**config.mk**
```make
export PLATFORM = sky130hd
export DESIGN_NAME = dot_product_unit_flat
export DESIGN_NICKNAME = d
export VERILOG_FILES = /design/src/rtl/dot_product_unit_if.sv /design/src/rtl/dot_product_unit.sv /design/src/flat_wrapper.sv
export SDC_FILE = /design/constraint.sdc
export NUM_CORES = 1
export LEC_CHECK = 0
export BUFFER_PORTS_ARGS = -buffer_cell sky130_fd_sc_hd__buf_2
export CAP_MARGIN = 20
export CORE_ASPECT_RATIO = 1.5
export CORE_MARGIN = 5
export CORE_UTILIZATION = 40
export CTS_CLUSTER_SIZE = 30
export DETAILED_ROUTE_END_ITERATION = 6
export PLACE_DENSITY = 0.68
export SLEW_MARGIN = 0
export SYNTH_ARGS = -nofsm -noshare
export SYNTH_HDL_FRONTEND = slang
export SYNTH_SLANG_ARGS = --single-unit
```
**constraint.sdc**
```tcl
create_clock -name clk -period 6.6 [get_ports clk]
set_input_delay 0.33 -clock clk [delete_from_list [all_inputs] [get_ports clk]]
set_output_delay 0.33 -clock clk [all_outputs]
set_load 0.03 [all_outputs]
```
**src/rtl/dot_product_unit_if.sv**
```systemverilog
// dot_product_unit_if: operand, handshake and result signals of the dot product unit
interface dot_product_unit_if #(parameter int BITS_AB = 8, parameter int BITS_C = 24);
  logic start, clr, ack, shift_en, busy, done, sat;
  logic signed [BITS_AB-1:0] a_in, b_in;
  logic signed [BITS_C-1:0] c_out;
  modport master (output start, clr, ack, a_in, b_in, input shift_en, busy, done, c_out, sat);
  modport slave (input start, clr, ack, a_in, b_in, output shift_en, busy, done, c_out, sat);
endinterface

```
**src/rtl/dot_product_unit.sv**
```systemverilog
// dot_product_unit: saturating signed multiply-accumulate over DEPTH streamed operand pairs
module dot_product_unit #(
  parameter int DEPTH = 8,
  parameter int BITS_AB = 8,
  parameter int BITS_C = 24
) (
  input logic clk,
  input logic rst_n,
  dot_product_unit_if.slave bus
);
  localparam int CW = $clog2(DEPTH);
  localparam logic [BITS_C-1:0] MAX = {1'b0, {(BITS_C-1){1'b1}}};
  localparam logic [BITS_C-1:0] MIN = {1'b1, {(BITS_C-1){1'b0}}};
  typedef enum logic [1:0] {IDLE, RUN, DONE} state_t;
  state_t state, state_nx;
  logic [CW-1:0] count;
  logic signed [BITS_C-1:0] acc, acc_nx;
  logic signed [2*BITS_AB-1:0] prod;
  logic [BITS_C:0] sum;
  logic sat_r, ovf, last, take;
  assign prod = bus.a_in * bus.b_in;
  assign sum = {acc[BITS_C-1], acc} + {{(BITS_C+1-2*BITS_AB){prod[2*BITS_AB-1]}}, prod};
  assign ovf = sum[BITS_C] != sum[BITS_C-1];
  assign acc_nx = ovf ? (sum[BITS_C] ? MIN : MAX) : sum[BITS_C-1:0];
  assign last = count == CW'(DEPTH-1);
  assign take = state == IDLE && bus.start;
  always_comb begin
    state_nx = bus.clr ? IDLE :
               take ? RUN :
               (state == RUN && last) ? DONE :
               (state == DONE && bus.ack) ? IDLE : state;
  end
  always_ff @(posedge clk or negedge rst_n) begin
    if (!rst_n) begin
      state <= IDLE;
      acc <= '0;
      count <= '0;
      sat_r <= 1'b0;
    end else begin
      state <= state_nx;
      if (bus.clr || take) begin
        acc <= '0;
        count <= '0;
        sat_r <= 1'b0;
      end else if (state == RUN) begin
        acc <= acc_nx;
        count <= last ? count : count + 1'b1;
        sat_r <= sat_r | ovf;
      end
    end
  end
  assign bus.shift_en = state == RUN;
  assign bus.busy = state == RUN;
  assign bus.done = state == DONE;
  assign bus.c_out = acc;
  assign bus.sat = sat_r;
endmodule

```
**src/flat_wrapper.sv**
```systemverilog
// flat-port wrapper written by rule: the top's interface ports become plain ports
module dot_product_unit_flat 
#(
  parameter int DEPTH = 8,
  parameter int BITS_AB = 8,
  parameter int BITS_C = 24
)
  (clk, rst_n, bus_start, bus_clr, bus_ack, bus_a_in, bus_b_in, bus_shift_en, bus_busy, bus_done, bus_c_out, bus_sat);
  dot_product_unit_if #(.BITS_AB(BITS_AB), .BITS_C(BITS_C)) bus_i ();
  input logic clk;
  input logic rst_n;
  input wire logic [$bits(bus_i.start)-1:0] bus_start;
  input wire logic [$bits(bus_i.clr)-1:0] bus_clr;
  input wire logic [$bits(bus_i.ack)-1:0] bus_ack;
  input wire logic [$bits(bus_i.a_in)-1:0] bus_a_in;
  input wire logic [$bits(bus_i.b_in)-1:0] bus_b_in;
  output wire logic [$bits(bus_i.shift_en)-1:0] bus_shift_en;
  output wire logic [$bits(bus_i.busy)-1:0] bus_busy;
  output wire logic [$bits(bus_i.done)-1:0] bus_done;
  output wire logic [$bits(bus_i.c_out)-1:0] bus_c_out;
  output wire logic [$bits(bus_i.sat)-1:0] bus_sat;
  assign bus_i.start = bus_start;
  assign bus_i.clr = bus_clr;
  assign bus_i.ack = bus_ack;
  assign bus_i.a_in = bus_a_in;
  assign bus_i.b_in = bus_b_in;
  assign bus_shift_en = bus_i.shift_en;
  assign bus_busy = bus_i.busy;
  assign bus_done = bus_i.done;
  assign bus_c_out = bus_i.c_out;
  assign bus_sat = bus_i.sat;
  dot_product_unit #(.DEPTH(DEPTH), .BITS_AB(BITS_AB), .BITS_C(BITS_C)) u_core (.clk(clk), .rst_n(rst_n), .bus(bus_i));
endmodule
```
# Yosys cells after proc, flatten, opt, wreduce, memory -nomap -nowiden
# Index checks and enable logic that the tools add are counted.
# word_totals
in_bits,21
register_bits,30
word_cells,34
out_inout_bits,28
# op_classes
bitwise_logic,1
n_mux,13
multipliers,1
n_eq_ne,5
n_reduce_logical,8
addsub,2
# ops
operator,n
2-to-1 mux 24 bit,4
adder 24 x 16 -> 25 bit,1
multiplier 8 x 8 -> 16 bit,1
2-to-1 mux 3 bit,3
2-to-1 mux 2 bit,4
nonzero test 4 bit,1
"adder 3 x 1 -> 3 bit, second input constant",1
"== test 3 bit, second input constant",1
logical AND 1 bit,3
"== test 2 x 1 -> 1 bit, second input constant",1
"== test 2 bit, second input constant",1
logical NOT 2 bit,1
2-to-1 mux 1 bit,2
"inequality test 2 bit, second input constant",1
AND reduction 2 bit,1
nonzero test 2 bit,1
logical OR 1 bit,1
inequality test 1 bit,1
OR 1 bit,1

# Longest topological paths before layout
# Gate-level depths: netlist of run 1.
# depth
word_depth,6
ltp_mapped,21

# Least setup slack after synthesis of run 1
# No wires, ideal clock.
# synth_timing
path_type,input -> register
start,in bus_b_in[0]
end,reg u_core.acc[14] (netlist: u_core.bus.c_out[14])
required_time_ps,6479
path_slack_ps,660
cell_stages,18
arrival_time_ps,5819
path_buffers,2
cell_sequence,and2_1 > inv_1 > fa_1 > inv_1 > fa_1 > fa_1 > fa_1 > fa_1 > ha_1 > buf_6 > a21o_1 > a311o_1 > a21oi_2 > o221ai_2 > xnor2_2 > buf_6 > maj3_1 > a22o_1
# synth_between
elab_chain_len,6
# synth_rtl
item,line_no,source
start: declaration,flat_wrapper.sv:16,input wire logic [$bits(bus_i.b_in)-1:0] bus_b_in;
multiplier 8 x 8 -> 16 bit (*),dot_product_unit.sv:21,assign prod = bus.a_in * bus.b_in;
adder 24 x 16 -> 25 bit (*),dot_product_unit.sv:22,"assign sum = {acc[BITS_C-1], acc} + {{(BITS_C+1-2*BITS_AB){prod[2*BITS_AB-1]}}, prod};"
2-to-1 mux 24 bit or inequality test 1 bit (tied branches),"dot_product_unit.sv:24, dot_product_unit.sv:23",
2-to-1 mux 24 bit (*),dot_product_unit.sv:24,assign acc_nx = ovf ? (sum[BITS_C] ? MIN : MAX) : sum[BITS_C-1:0];
2-to-1 mux 24 bit (*),dot_product_unit.sv:45,end else if (state == RUN) begin
2-to-1 mux 24 bit (*),dot_product_unit.sv:41,if (bus.clr || take) begin
end signal: assignment,dot_product_unit.sv:46,acc <= acc_nx;
end: declaration,dot_product_unit.sv:17,"logic signed [BITS_C-1:0] acc, acc_nx;"
# Every way passes the cells marked *; elsewhere a longest branch is shown, timed or not. The select of a mux whose other input is x is not followed.
# A chain may end at the register's enable or synchronous reset.

# Worst setup path after layout of run 1
# layout_timing
start,in bus_b_in[2]
end,reg u_core.acc[7] (netlist: u_core.bus.c_out[7])
# The elaborated chain is that of the path after synthesis.

==> results of run 1 <==
==> metrics by stage <==
stage                     hold WS [ns]  util, %  instances
after CTS                        0.133     44.8        845
after global placement           0.400     43.6        838
after floorplan                 0.0344        -        604
final                            0.106     44.9        846
after global routing             0.164     44.9        846
after detailed placement         0.418     43.6        838
==> cell usage in the layout, fill, tap and decap left out, types with 4 or more instances in the layout <==
cell type  synthesis  layout
o21ai_0           14      14
buf_4              3       5
fa_1             108     108
a22o_1            13      13
clkbuf_16          0       5
nor3_1             7       7
nand3_1           19      19
buf_2              4      48
nand2_1           51      51
o21bai_1           4       4
a21o_1             5       5
o211ai_1           7       7
dfrtp_1           30      30
nor2_1            27      27
xnor2_1           15      15
ha_1              58      58
maj3_1            13      13
and2_1            34      34
nand2b_1           5       5
inv_1            101     101
a21oi_1           26      26
xor2_1             5       5
and3_1             5       5
==> layer usage <==
metal,vias to the layer above,share of wire (%)
met4,0,3.6
li1,2060,-
met3,28,2.5
met2,86,57
met5,-,0
met1,2250,37
==> synthesized netlist by cell type (2+ instances only) <==
cell type and n:
a31oi_1 2, buf_4 3, nand3_1 19, clkbuf_1 4
o211ai_1 7, o21a_1 3, a21oi_1 26, and3_1 5
xor2_1 5, inv_1 101, o21ai_1 2, o211ai_2 2
dfrtp_1 30, nand2_1 51, buf_6 2, fa_1 108
nand4_1 2, nor2_1 27, o21ai_0 14, o21bai_1 4
a22o_1 13, buf_2 4, nand2b_1 5, xnor2_1 15
nor3_1 7, a21o_1 5, ha_1 58, nor3b_1 3
nor2b_1 2, a32oi_1 3, maj3_1 13, and2_1 34
==> cells by family after synthesis <==
kind of cell / Yosys count / share of synthesized area, %
AOI/OAI and AO/OA: 96 / 11.5
xor gates and xnor gates: 21 / 3.24
adders and majority gates: 179 / 51.0
buffers and inverters: 117 / 8.17
DFF: 30 / 12.7
and+or+nand+nor: 161 / 13.3
==> state kept, by name, indices dropped and copies added, names as in the netlist <==
name and cells:
u_core.state 2, u_core.bus.sat 1, u_core.count 3, u_core.bus.c_out 24
==> area by class of cell <==
type	count	area, µm²	area share, %
timing repair buffer	54	293	4.49
multi-input combinational	457	4680	71.8
tap	196	245	3.76
clock buffer	6	139	2.13
clock inverter	1	30.0	0.461
sequential	30	751	11.5
inverter	102	383	5.87
==> how the worst max path moves through the flow <==
stage	end	startpoint	depth (start not counted)	slack [ns]
floorplan	u_core.bus.c_out[14]$_DFFE_PN0P_	bus_b_in[0]	18	0.66
global placement	u_core.bus.c_out[2]$_DFFE_PN0P_	bus_b_in[2]	17	0.68
detailed placement	u_core.bus.c_out[1]$_DFFE_PN0P_	bus_b_in[2]	17	0.59
CTS	u_core.bus.c_out[9]$_DFFE_PN0P_	bus_b_in[2]	17	0.85
global route	u_core.bus.c_out[0]$_DFFE_PN0P_	bus_a_in[7]	17	0.58
finish	u_core.bus.c_out[7]$_DFFE_PN0P_	bus_b_in[2]	17	0.87
==> metrics.md, run 1 <==
| Metric | Value |
|---|---|
| GRT Util Overall | 17.4% |
| Maxcap violations | 0 |
| N_diodes | 0 |
| Async S/R FF share, synth | 100% |
| PortBufs | 48 |
| Sequential fraction of the synthesis area | 12.7% |
| Initial DRC Count | 204 |
| Critical Path Sink Type | flop |
| Slack of the critical path | 0.869 ns |
| Fin. max-slew vios | 0 |
| Starting density of the core | 40.7% |
| Unrepaired setup endpoints after global routing | no |
| Routed len/inst | 16.8 µm |
| Setup repair bufs after CTS | 0 |
| Routing usage on met3 | 1.34% |
| Critical Path Source Type | input port |
| Worst clock skew | 0.00725 ns |
| Initial antenna violation count | 0 |
| Yosys reg bits | 30 |
| Slew HR | 52.3% |
| Layout Nets | 837 |
| Cts bufs inserted | 5 |
| Syn Nets | 791 |
| Crit path largest cell delay | 0.72 ns |
| Via density | 5.23 |
| Pre-antenna DRT Iters | 4 |
| Clock Latency Late Sink | 0.27 ns |
| WP buf/inv | 3 |
| Cell-by-cell trace of the critical path | buf_2 > nand2_1 > fa_1 > fa_1 > inv_1 > fa_1 > fa_1 > ha_1 > ha_1 > a21oi_1 > o21ai_0 > a221oi_1 > o221ai_2 > xnor2_2 > buf_4 > maj3_1 > a22o_1 |
| GR Overflow Total | 0 |
| Reg2reg setup slack | 1.14 ns |
| Critical path's slowest cell | fa_1 |
| GRT busiest layer | met2 |
| Final ANT Viol Nets | 0 |
| M2 GR Usage | 32.8% |
| Crit-path most repeated cell | fa_1 |
| Global Route met1 Usage | 20.2% |
| CTS Hold Buffers Added | 0 |
| R2r startpoint | u_core.bus.c_out[6]$_DFFE_PN0P_ |
| Largest net degree at the start of global routing | 31 |
| Final setup violation count | 0 |
| Layout cells sized above 1 | 10.9% |
| Routed via count | 4424 |
| Top cells by area, synth | fa_1 (37%), dfrtp_1 (13%), ha_1 (12%), inv_1 (6.4%), and2_1 (3.6%) |
| DRC | 0 |
| Clk slew on worst S/H paths | 0.05 ns |
| Netlist Area Pre-Place | 5910 µm² |
| Crit path max-delay family | adder cells |
| Core Area | 14500 µm² |
| Synth area leader | fa_1 |
| TritonCTS clock tree | done |
| Synth unique cells | 57 |
| Placement Setup Slack | 0.588 ns |
| First-pass GRT wire length | 24400 µm |
| P&R area growth vs syn | 10.3% |
| DIE AREA | 17400 µm² |
| TNS Setup | 0 ns |
| TritonCTS Sinks | 30 |
| Die height | 159 µm |
| # IOs | 49 |
| Chip width | 109 µm |
| Crit path max fanout | 26 |
| Vias in the first global route | 4942 |
| Worst Hold Class | in2async |
| Rows | 54 |
| Ys flop type | dfrtp_1 |
| Post-DP HPWL | 12500 µm |
| Post-synth EDFFs | 0 |
| R2R cell count | 18 |
| Worst Path Required | 6.76 ns |
| Fmax | 0.174 GHz |
| Reg-to-reg critical path endpoint | u_core.bus.c_out[7]$_DFFE_PN0P_ |
| Syn avg cell area | 9.79 µm² |
| GPL Wtd Cong | 0.865 |
| WL final | 14300 µm |
| Post-Syn Instances | 604 |
| Slew @ Worst Pin | 0.715 ns |
| CP Class | in2reg |
| Final Hold Fails | 0 |
| Synth warn | 0 |
| Post-DP Area | 6330 µm² |
| Root buf cell | clkbuf_16 |
| Worst EP arrival | 5.89 ns |
| Post-synth top area share | 36.6% |
| Fill cells | 1407 |
| Minimum clock period | 5.73 ns |
| Status | completed |
| Clock Path Buffers | 2 |
| CTS resizes | 0 |
| Crit share post-route | 86.8% |
| Max H-tree Level | 2 |
| Cell area after layout | 6520 µm² |
Power of run 1 is left out: the tool's default activity adds up to more than one toggle a clock period on the data nets, which glitch-free logic cannot reach.
==> run 2: changes to the inputs <==
==> constraint.sdc (replaced) <==
create_clock -name clk -period 6.6 [get_ports clk]
set_input_delay 0.66 -clock clk [delete_from_list [all_inputs] [get_ports clk]]
set_output_delay 0.66 -clock clk [all_outputs]
set_load 0.03 [all_outputs]
==> metrics.md, run 2 (same netlist as run 1, synthesis figures left out) <==
| Metric | Value |
|---|---|
| Status | completed |
| GRT Util Overall | 17.2% |
| Cell area after layout | 6560 µm² |
| Worst Hold Class | in2async |
| Pre-antenna DRT Iters | 4 |
| Via density | 5.25 |
| DRC | 0 |
| Initial DRC Count | 149 |
| Slew HR | 51.7% |
| Final Hold Fails | 0 |
| Max H-tree Level | 2 |
| Reg2reg setup slack | 1.02 ns |
| Crit-path most repeated cell | fa_1 |
| CTS Hold Buffers Added | 0 |
| Layout Nets | 844 |
| Critical Path Source Type | input port |
| TritonCTS Sinks | 30 |
| Layout cells sized above 1 | 11.6% |
| Fin. max-slew vios | 0 |
| Cell-by-cell trace of the critical path | buf_2 > nand2_1 > fa_1 > fa_1 > inv_1 > fa_1 > fa_1 > ha_1 > ha_1 > a21oi_1 > o21ai_0 > a221oi_1 > o221ai_2 > xnor2_4 > nand3_2 > nand3_1 |
| Crit share post-route | 91.9% |
| Chip width | 109 µm |
| Most common cell after layout, fill and taps aside | fa_1 |
| N_diodes | 0 |
| Worst Path Required | 6.80 ns |
| Post-DP Area | 6400 µm² |
| WP buf/inv | 2 |
| First-pass GRT wire length | 24000 µm |
| Routed len/inst | 16.5 µm |
| Fmax | 0.165 GHz |
| Routed via count | 4474 |
| Final design utilization | 45.2% |
| Crit path max-delay family | adder cells |
| Root buf cell | clkbuf_16 |
| Final setup violation count | 0 |
| Crit path largest cell delay | 0.72 ns |
| Post-DP HPWL | 12300 µm |
| Fill cells | 1384 |
| GR Overflow Total | 0 |
| CP Class | in2reg |
| Largest net degree at the start of global routing | 31 |
| P&R area growth vs syn | 10.9% |
| Final ANT Viol Nets | 0 |
| Slew @ Worst Pin | 0.724 ns |
| Clock Path Buffers | 2 |
| Starting density of the core | 40.7% |
| Crit path max fanout | 19 |
| Die height | 159 µm |
| Core Area | 14500 µm² |
| Reg-to-reg critical path endpoint | u_core.bus.c_out[22]$_DFFE_PN0P_ |
| Worst EP arrival | 6.27 ns |
| TritonCTS clock tree | done |
| R2R cell count | 18 |
| WL final | 14100 µm |
| Rows | 54 |
| Clock Latency Late Sink | 0.28 ns |
| # IOs | 49 |
| Vias in the first global route | 5066 |
| Max reg flops | 24 |
| PortBufs | 48 |
| Maxcap violations | 0 |
| Most frequent cells in the layout | fa_1 (108), inv_1 (101), ha_1 (58) |
| Minimum clock period | 6.07 ns |
| Clk slew on worst S/H paths | 0.05 ns |
| DIE AREA | 17400 µm² |
| Critical path's slowest cell | fa_1 |
| Cts bufs inserted | 5 |
| Unrepaired setup endpoints after global routing | no |
| Critical Path Sink Type | flop |
| R2r startpoint | u_core.bus.c_out[4]$_DFFE_PN0P_ |
| Worst clock skew | 0.00698 ns |
| GPL Wtd Cong | 0.870 |
| Initial antenna violation count | 0 |
-- run 2: metrics by stage --
stage,hold WS [ns],cells,setup WS (ns),TNS (ns)
finish,0.442,853,0.534,0
global route,0.503,853,0.209,0
CTS,0.474,852,0.241,0
detailed placement,0.524,845,-0.0548,-0.314
global placement,0.522,845,0.113,0
floorplan,0.364,604,0.330,0
-- run 2: timing repair --
item | 4_1_cts | 5_1_grt
endpoints found under the setup margin | 0 | 10
hold endpoints to repair | 0 | 0
resized for setup | 0 | 1
buffers inserted | 0 | 0
-- run 2: worst max path at each step --
stage,startpoint,endpoint,slack [ns],cells past startpoint
final,bus_a_in[7],u_core.bus.c_out[22]$_DFFE_PN0P_,0.53,16
after global routing,bus_a_in[7],u_core.bus.c_out[22]$_DFFE_PN0P_,0.21,17
after CTS,bus_a_in[7],u_core.bus.c_out[22]$_DFFE_PN0P_,0.24,17
after detailed placement,bus_a_in[7],u_core.bus.c_out[22]$_DFFE_PN0P_,-0.05,17
after global placement,bus_a_in[7],u_core.bus.c_out[22]$_DFFE_PN0P_,0.11,17
after floorplan,bus_b_in[0],u_core.bus.c_out[14]$_DFFE_PN0P_,0.33,18
-- run 2: final cells by class --
| cell class | count | area, µm² | area share, % |
|---|---|---|---|
| Multi-Input combinational cell | 457 | 4690 | 71.5 |
| Sequential cell | 30 | 751 | 11.4 |
| Inverter | 102 | 383 | 5.84 |
| Timing Repair Buffer | 61 | 358 | 5.46 |
| Tap cell | 196 | 245 | 3.74 |
| Clock buffer | 7 | 133 | 2.02 |
-- run 2: routing by layer --
layer | up-vias | global-route usage [%] | routed length (µm)
met5 | - | 0 | 0
met2 | 112 | 32.2 | 7850
met3 | 38 | 1.14 | 404
met1 | 2250 | 19.8 | 5280
li1 | 2074 | - | -
met4 | 0 | 7.03 | 543
Power of run 2 is left out for the same reason.
